## config.mk

```make
export PLATFORM = sky130hd
export DESIGN_NAME = async_event_sender
export DESIGN_NICKNAME = d
export VERILOG_FILES = /design/src/rtl/tow_pkg.sv /design/src/rtl/sync_ff_chain.sv /design/src/rtl/async_event_sender.sv
export SDC_FILE = /design/constraint.sdc
export NUM_CORES = 1
export LEC_CHECK = 0
export BUFFER_PORTS_ARGS = -buffer_cell sky130_fd_sc_hd__buf_4
export CAP_MARGIN = 10
export CORE_UTILIZATION = 30
export DETAILED_ROUTE_END_ITERATION = 8
export MAX_ROUTING_LAYER = met4
export PLACE_DENSITY = 0.48
export SLEW_MARGIN = 20
export SYNTH_ARGS = -nofsm -noshare
export SYNTH_HDL_FRONTEND = slang
export SYNTH_SLANG_ARGS = --single-unit
```

## constraint.sdc

```tcl
create_clock -name clk -period 2.7 [get_ports clk]
set_clock_uncertainty 0.1 [all_clocks]
set_input_delay 0.135 -clock clk [delete_from_list [all_inputs] [get_ports clk]]
set_output_delay 0.135 -clock clk [all_outputs]
set_load 0.02 [all_outputs]
```

## src/rtl/tow_pkg.sv

```systemverilog
// ---------------------------------------------------------------------------
// tow_pkg
// Shared definitions for the tug-of-war handshake blocks.
//   hs_state_t   : state encoding of the 4-phase request/acknowledge sender
//   timer_width  : width of a phase timer that must be able to hold `cycles`
// ---------------------------------------------------------------------------
package tow_pkg;

    typedef enum logic [1:0] {
        S_IDLE    = 2'd0,
        S_REQ     = 2'd1,
        S_RELEASE = 2'd2
    } hs_state_t;

    // A timer sized $clog2(cycles+1). When the timeout is disabled (cycles==0)
    // the timer is never used, so a minimum width of 1 bit keeps every vector legal.
    function automatic int timer_width(input int cycles);
        return (cycles > 0) ? $clog2(cycles + 1) : 1;
    endfunction

endpackage

```

## src/rtl/sync_ff_chain.sv

```systemverilog
// ---------------------------------------------------------------------------
// sync_ff_chain
// Multi-flop synchronizer that brings an asynchronous level into the clk
// domain. All flops clear on reset, so the output is a clean 0 until the
// input has been sampled STAGES times.
// Ports:
//   clk    in  1  sampling clock (posedge)
//   reset  in  1  synchronous, active-high; clears every stage
//   d      in  1  asynchronous input level
//   q      out 1  d delayed by STAGES rising edges of clk
// Parameters:
//   STAGES  number of flops in the chain; must be >= 2
// ---------------------------------------------------------------------------
module sync_ff_chain #(
    parameter int STAGES = 2
) (
    input  logic clk,
    input  logic reset,
    input  logic d,
    output logic q
);

    logic [STAGES-1:0] chain;

    // Stage 0 takes the raw input; each later stage samples the one before it.
    always_ff @(posedge clk) begin
        if (reset) begin
            chain <= '0;
        end else begin
            chain <= {chain[STAGES-2:0], d};
        end
    end

    assign q = chain[STAGES-1];

endmodule

```

## src/rtl/async_event_sender.sv

```systemverilog
// ---------------------------------------------------------------------------
// async_event_sender
// Source end of a 4-phase req/ack handshake that carries single-cycle events
// out of the clk domain to an asynchronous peer. Local event pulses are
// queued in a saturating counter; one handshake is run per queued event.
// Ports:
//   clk          in   1       system clock, posedge
//   reset        in   1       synchronous, active-high
//   event_in     in   1       each high cycle is one event
//   ack_async    in   1       peer acknowledge, asynchronous to clk
//   req_out      out  1       registered request to the peer
//   busy         out  1       high while the handshake FSM is not idle
//   pending      out  PEND_W  events queued but not yet started
//   sent_pulse   out  1       one cycle on normal handshake completion
//   overflow     out  1       sticky: an event was dropped at saturation
//   timeout_err  out  1       sticky: a handshake phase ran too long
// Parameters:
//   SYNC_STAGES     flops in the ack synchronizer (>= 2)
//   PEND_W          pending counter width; holds up to 2**PEND_W-1 events
//   TIMEOUT_CYCLES  cycles allowed per handshake phase; 0 disables timeout
// ---------------------------------------------------------------------------
module async_event_sender
    import tow_pkg::*;
#(
    parameter int SYNC_STAGES    = 2,
    parameter int PEND_W         = 4,
    parameter int TIMEOUT_CYCLES = 1000
) (
    input  logic              clk,
    input  logic              reset,
    input  logic              event_in,
    input  logic              ack_async,
    output logic              req_out,
    output logic              busy,
    output logic [PEND_W-1:0] pending,
    output logic              sent_pulse,
    output logic              overflow,
    output logic              timeout_err
);

    localparam int                TW         = timer_width(TIMEOUT_CYCLES);
    localparam bit                TIMEOUT_EN = (TIMEOUT_CYCLES > 0);
    localparam logic [PEND_W-1:0] PEND_MAX   = '1;
    localparam logic [TW-1:0]     TIMER_LAST = TW'((TIMEOUT_CYCLES > 0) ? TIMEOUT_CYCLES - 1 : 0);

    hs_state_t     state;
    logic          ack_s;
    logic [TW-1:0] timer;
    logic          lost;
    logic          queue_full;
    logic          accept;
    logic          dequeue;
    logic          timer_hit;

    sync_ff_chain #(
        .STAGES (SYNC_STAGES)
    ) u_ack_sync (
        .clk   (clk),
        .reset (reset),
        .d     (ack_async),
        .q     (ack_s)
    );

    // The timer holds the number of completed cycles in the current phase, so
    // the phase has lasted TIMEOUT_CYCLES cycles at the edge where it reads
    // TIMEOUT_CYCLES-1.
    always_comb begin
        queue_full = (pending == PEND_MAX);
        accept     = event_in && !queue_full;
        dequeue    = (state == S_IDLE) && (pending != '0);
        timer_hit  = TIMEOUT_EN && (timer == TIMER_LAST);
    end

    assign busy = (state != S_IDLE);

    // Saturating event queue. A simultaneous accept and dequeue cancel out.
    always_ff @(posedge clk) begin
        if (reset) begin
            pending  <= '0;
            overflow <= 1'b0;
        end else begin
            if (event_in && queue_full) begin
                overflow <= 1'b1;
            end
            case ({accept, dequeue})
                2'b10:   pending <= pending + 1'b1;
                2'b01:   pending <= pending - 1'b1;
                default: pending <= pending;
            endcase
        end
    end

    // Handshake FSM with phase timer. `lost` marks a handshake whose request
    // phase timed out; its eventual release must not report completion.
    always_ff @(posedge clk) begin
        if (reset) begin
            state       <= S_IDLE;
            req_out     <= 1'b0;
            sent_pulse  <= 1'b0;
            timer       <= '0;
            lost        <= 1'b0;
            timeout_err <= 1'b0;
        end else begin
            sent_pulse <= 1'b0;
            case (state)
                S_IDLE: begin
                    timer <= '0;
                    if (pending != '0) begin
                        state   <= S_REQ;
                        req_out <= 1'b1;
                        lost    <= 1'b0;
                    end
                end
                S_REQ: begin
                    if (ack_s) begin
                        state   <= S_RELEASE;
                        req_out <= 1'b0;
                        timer   <= '0;
                    end else if (timer_hit) begin
                        state       <= S_RELEASE;
                        req_out     <= 1'b0;
                        timer       <= '0;
                        lost        <= 1'b1;
                        timeout_err <= 1'b1;
                    end else if (TIMEOUT_EN) begin
                        timer <= timer + 1'b1;
                    end
                end
                S_RELEASE: begin
                    if (!ack_s) begin
                        state      <= S_IDLE;
                        sent_pulse <= !lost;
                        timer      <= '0;
                    end else if (timer_hit) begin
                        // Stay here until the peer lets go; restart the timer
                        // so it never wraps while waiting.
                        timeout_err <= 1'b1;
                        timer       <= '0;
                    end else if (TIMEOUT_EN) begin
                        timer <= timer + 1'b1;
                    end
                end
                default: begin
                    state   <= S_IDLE;
                    req_out <= 1'b0;
                    timer   <= '0;
                end
            endcase
        end
    end

endmodule

```

==> out/results.txt, run 1 <==
worst skew pair latency: 0.27 ns
ANT cells: 0
initial antenna violation count: 0
GRT overflow: 0
Max Root-Sink Buffers: 2
hold_buf cts: 1
GP Congestion: 0.828
slowest stage delay, CP: 0.39 ns
Iteration-0 DRC Markers: 60
# Post-CTS Setup Buffers: 0
post-synth top area share: 41.3%
CTS sink cnt: 23
Final Cell Area: 1310 µm²
Synth Instances: 122
sequential area share after synthesis: 41.3%
TritonCTS clock tree: built
Final Cycle Share: 87.7%
DRT antenna net count: 0
Hold WC Path Type: input port to flop
Initial DRT Pass Iterations: 4
Post-Syn Area: 1110 µm²
Buf/Inv on CP: 2
final core utilization: 38.1%
setup TNS: 0 ns
cell accounting for the most synthesized area: dfxtp_1
IO Count: 13
Commonest cells post-synth: 23 x dfxtp_1, 19 x nor2_1, 8 x inv_1
Final Setup Violations: 0
vias per cell: 4.65
DP Area: 1250 µm²
Yosys cell types: 34
Slew Viols, Final: 0
maximum clock frequency: 422 MHz
CTS resizes: 0
via count: 856
Num CTS Buffers: 3
worst-margin pin slew: 0.427 ns
most frequent cell after synthesis: dfxtp_1
CP arrival: 2.43 ns
synthesis-stage register bit count: 23
Area contributors post-synth: dfxtp_1 41%, ha_1 7.9%, nor2_1 6.4%
share of cells above drive strength 1: 15.2%
DR WL/cell: 10.5 µm
Detailed Place HPWL: 1430 µm
Lkg Pwr: 0.517 nW
Total Routed Length: 1940 µm
Slew headroom: 71.4%
die width: 63.0 µm
Tmin final: 2.37 ns
Worst path slowest cell: ha_1
Clock transition at path regs: 0.09 ns
Starting Density: 32.4%
Clock Tree Root: clkbuf_8
htree depth: 1
vias in the first global route: 821
Post-Syn Nets: 133
die area: 3960 µm²
top_reg_cell synth: dfxtp_1
critical path's top delay family: adder cells
crit-path cells: inv_1 > ha_1 > inv_1 > nor2_1 > ha_1 > or3_1 > o32ai_1 > mux2_2
global-route wire length before repair: 3490 µm
EDFF count, synth: 0
CP required: 2.76 ns
worst setup path class: flop to flop
DRC: 0
power per cell area: 795 nW/µm²
Warnings, synthesis: 0
# port buffers: 12
status: finished, final reports clean
fin nets: 150
CORE AREA: 3440 µm²
Worst Path Max Fanout: 6
startpoint types: flop
RSZ-0062 raised after global routing: no
final hold viol count: 0
FFs w/ async S/R, synth: 0%
area growth from synthesis to layout: 17.6%
placed insts: 179
Non-Filler Instances: 184
Crit. End Element: flop
Die Height: 63.0 µm
gr usage total: 11.4%
Max VDD drop: 0.221 mV
placement row count: 21
syn avg cell area: 9.14 µm²
MaxCap Viol Count: 0
largest net degree at the start of global routing: 17
==> worst reg2reg max path: cells and delay by family (launching register included) <==
kind                     cells  cell delay [ns]
multiplexers                 1             0.36
adder cells (fa/ha/maj)      2             0.64
buffers and inverters        2             0.19
flip-flops                   1             0.36
AND/OR/NAND/NOR              2             0.46
AO/OA/AOI/OAI                1             0.15
==> kinds of logic (layout without fill, tap and decap cells) <==
| family | count (synthesis) | in the layout | share of synthesized area, % |
|---|---|---|---|
| and+or+nand+nor | 48 | 48 | 22.9 |
| DFF | 23 | 23 | 41.3 |
| AOI/OAI and AO/OA | 17 | 17 | 9.77 |
| xor gates and xnor gates | 11 | 11 | 8.64 |
| buffers and inverters | 10 | 26 | 4.04 |
| adders and majority gates | 7 | 7 | 7.86 |
| muxes | 6 | 6 | 5.50 |
==> layer usage <==
| layer | part of all wire, % | global-route usage (%) | up-vias |
|---|---|---|---|
| met4 | 0.67 | 3.49 | 0 |
| met1 | 49 | 12.9 | 392 |
| met3 | 4.0 | 4.01 | 2 |
| li1 | - | - | 445 |
| met5 | 0 | - | - |
| met2 | 46 | 18.7 | 17 |
==> cell type report <==
class	count	area, µm²
Sequential cell	23	460
Timing Repair Buffer	14	108
Clock inverter	1	5.00
Inverter	8	30.0
Multi-Input combinational cell	89	609
Clock buffer	3	41.3
Fill cell	356	2130
Tap cell	46	57.6
==> metrics by stage <==
stage               worst slack, ns  hold WS [ns]  total power [mW]
floorplan                     0.317         0.107             0.720
global placement              0.402         0.252             0.832
detailed placement            0.352         0.261             0.834
CTS                           0.335        0.0169              1.06
global route                  0.156        0.0559              1.13
finish                        0.332        0.0229              1.04
==> cells in the final DEF, fill, tap and decap left out, types with 2 or more instances in the layout <==
cell	n
and3_1	4
ha_1	7
or3_1	2
nor2_1	19
nor3_1	2
a21oi_1	4
inv_1	8
nand3_1	2
o21ai_0	4
buf_4	13
xor2_1	5
nor2b_1	4
clkbuf_8	3
xnor2_1	6
dfxtp_1	23
a31oi_1	2
nand2_1	6
mux2i_1	5
nand2b_1	2
==> power breakdown <==
part           leakage (nW)  switching [mW]  total [mW]  internal (mW)
logic                 0.304           0.221       0.414          0.194
registers             0.187          0.0381       0.411          0.372
clock network        0.0255           0.115       0.218          0.103
==> registers in the layout (all words and copies together), names as in the netlist <==
name and flops:
state 2, timeout_err 1, lost 1, req_out 1
overflow 1, pending 4, u_ack_sync.chain 2, timer 10
sent_pulse 1
==> path summary, 6_finish.rpt <==
kind,cells after the start,end,from,slack (ns)
hold / removal,3,overflow$_SDFFE_PP0P_,event_in,0.02
hold reg to reg,1,u_ack_sync.chain[1]$_SDFF_PP0_,u_ack_sync.chain[0]$_SDFF_PP0_,0.34
setup / recovery,8,pending[3]$_SDFFE_PP0P_,state[0]$_SDFFE_PP0P_,0.33
setup reg to reg,8,pending[3]$_SDFFE_PP0P_,state[0]$_SDFFE_PP0P_,0.33
No activity file was read; power rests on OpenSTA's default activity.
==> run 2, diff against run 1 <==
- CORE_UTILIZATION: 30 -> 55
- PLACE_DENSITY: 0.48 -> 0.77
==> out/results.txt, run 2 (synthesized netlist as in run 1, its figures left out) <==
registers with the most flip-flops: timer: 10 flops, pending: 4 flops
most common cell after layout, fill and taps aside: dfxtp_1
reg2reg setup slack: 0.33 ns
Die Height: 47.0 µm
Largest Register: timer
GRT overflow: 0
final core utilization: 71.7%
Slew Viols, Final: 0
Clock Tree Root: clkbuf_4
final hold viol count: 0
RSZ-0062 raised after global routing: no
power per cell area: 762 nW/µm²
Total Routed Length: 1940 µm
worst setup path class: flop to flop
FF-to-FF path depth: 8
filler cell count: 145
DR WL/cell: 11.6 µm
hold_buf cts: 5
maximum clock frequency: 422 MHz
DRC: 0
Clock transition at path regs: 0.13 ns
Hold Path Depth: 1
Hold WC Path Type: flop to flop
CP arrival: 2.48 ns
placement row count: 15
GP Congestion: 0.819
startpoint types: flop
Worst Path Max Fanout: 6
Slew headroom: 73.7%
MaxCap Viol Count: 0
vias per cell: 5.22
Starting Density: 61.2%
Lkg Pwr: 0.527 nW
area growth from synthesis to layout: 17.1%
gr usage total: 21.9%
Iteration-0 DRC Markers: 13
die width: 47.0 µm
die area: 2210 µm²
IO Count: 13
CTS sink cnt: 23
largest net degree at the start of global routing: 17
htree depth: 1
TritonCTS clock tree: built
Crit. End Element: flop
worst-margin pin slew: 0.393 ns
# Post-CTS Setup Buffers: 0
DRT antenna net count: 0
max FFs per register: 10
Max Root-Sink Buffers: 2
worst skew pair latency: 0.32 ns
Initial DRT Pass Iterations: 4
Final Cycle Share: 87.7%
ANT cells: 0
CP required: 2.82 ns
global-route wire length before repair: 3260 µm
Max VDD drop: 0.458 mV
fin nets: 154
vias in the first global route: 793
# port buffers: 12
Final Setup Violations: 0
Tmin final: 2.37 ns
status: finished, final reports clean
area of the multi-input gates: 609 µm²
leading cell types in the layout, fill and taps excluded: 23 x dfxtp_1, 19 x nor2_1, 13 x buf_4
Sequential cell area: 460 µm²
Detailed Place HPWL: 1400 µm
CORE AREA: 1820 µm²
via count: 871
initial antenna violation count: 0
share of cells above drive strength 1: 14.1%
Num CTS Buffers: 3
setup TNS: 0 ns
CTS resizes: 0
run 2: cell types whose count changed in the layout (fill, tap and decap cells not counted):
cell,previous run,this run
clkbuf_4,0,3
clkbuf_1,0,1
clkbuf_8,3,0
clkinv_2,1,0
dlygate4sd3_1,1,5
run 2: final timing paths:
check                                            from                      end
worst min register to register      lost$_SDFFE_PP0P_    sent_pulse$_SDFF_PP0_
worst min-delay path                lost$_SDFFE_PP0P_    sent_pulse$_SDFF_PP0_
worst max-delay path            state[0]$_SDFFE_PP0P_  pending[3]$_SDFFE_PP0P_
worst max register to register  state[0]$_SDFFE_PP0P_  pending[3]$_SDFFE_PP0P_
run 2: metrics by stage:
step	hold WS (ns)	instance area [µm²]	setup WS [ns]	power [mW]	instances
2_1_floorplan	0.107	1110	0.317	0.720	122
3_3_place_gp	0.258	1230	0.435	0.822	158
3_5_place_dp	0.271	1230	0.358	0.832	158
4_1_cts	0.339	1310	0.329	0.997	167
5_1_grt	0.359	1310	0.202	1.07	167
6_report	0.337	1310	0.332	0.995	167
run 2: worst max-delay path, stage by stage, from the launching register on:
cell and delay [ns]:
dfxtp_1 0.38, inv_1 0.07, ha_1 0.25, inv_1 0.11, nor2_1 0.07, ha_1 0.39
or3_1 0.39, o32ai_1 0.14, mux2_2 0.36
run 2: final cells by class:
type	count	share of cell area (%)
Clock buffer	4	2.01
Inverter	8	2.30
Multi-Input combinational cell	89	46.7
Sequential cell	23	35.3
Tap cell	25	2.40
Timing Repair Buffer	18	11.3
run 2: routing by layer:
metal / global-route usage [%] / vias to the layer above / part of all wire (%)
met5: - / - / 0
met4: 15.4 / 0 / 2.5
met3: 2.69 / 5 / 2.1
met2: 32.8 / 13 / 47
met1: 27.0 / 397 / 49
li1: - / 456 / -
run 2: power breakdown:
part	switching, mW	internal [mW]	leakage (nW)
Clock	0.103	0.0578	0.0150
Sequential	0.0384	0.373	0.187
Combinational	0.226	0.197	0.325
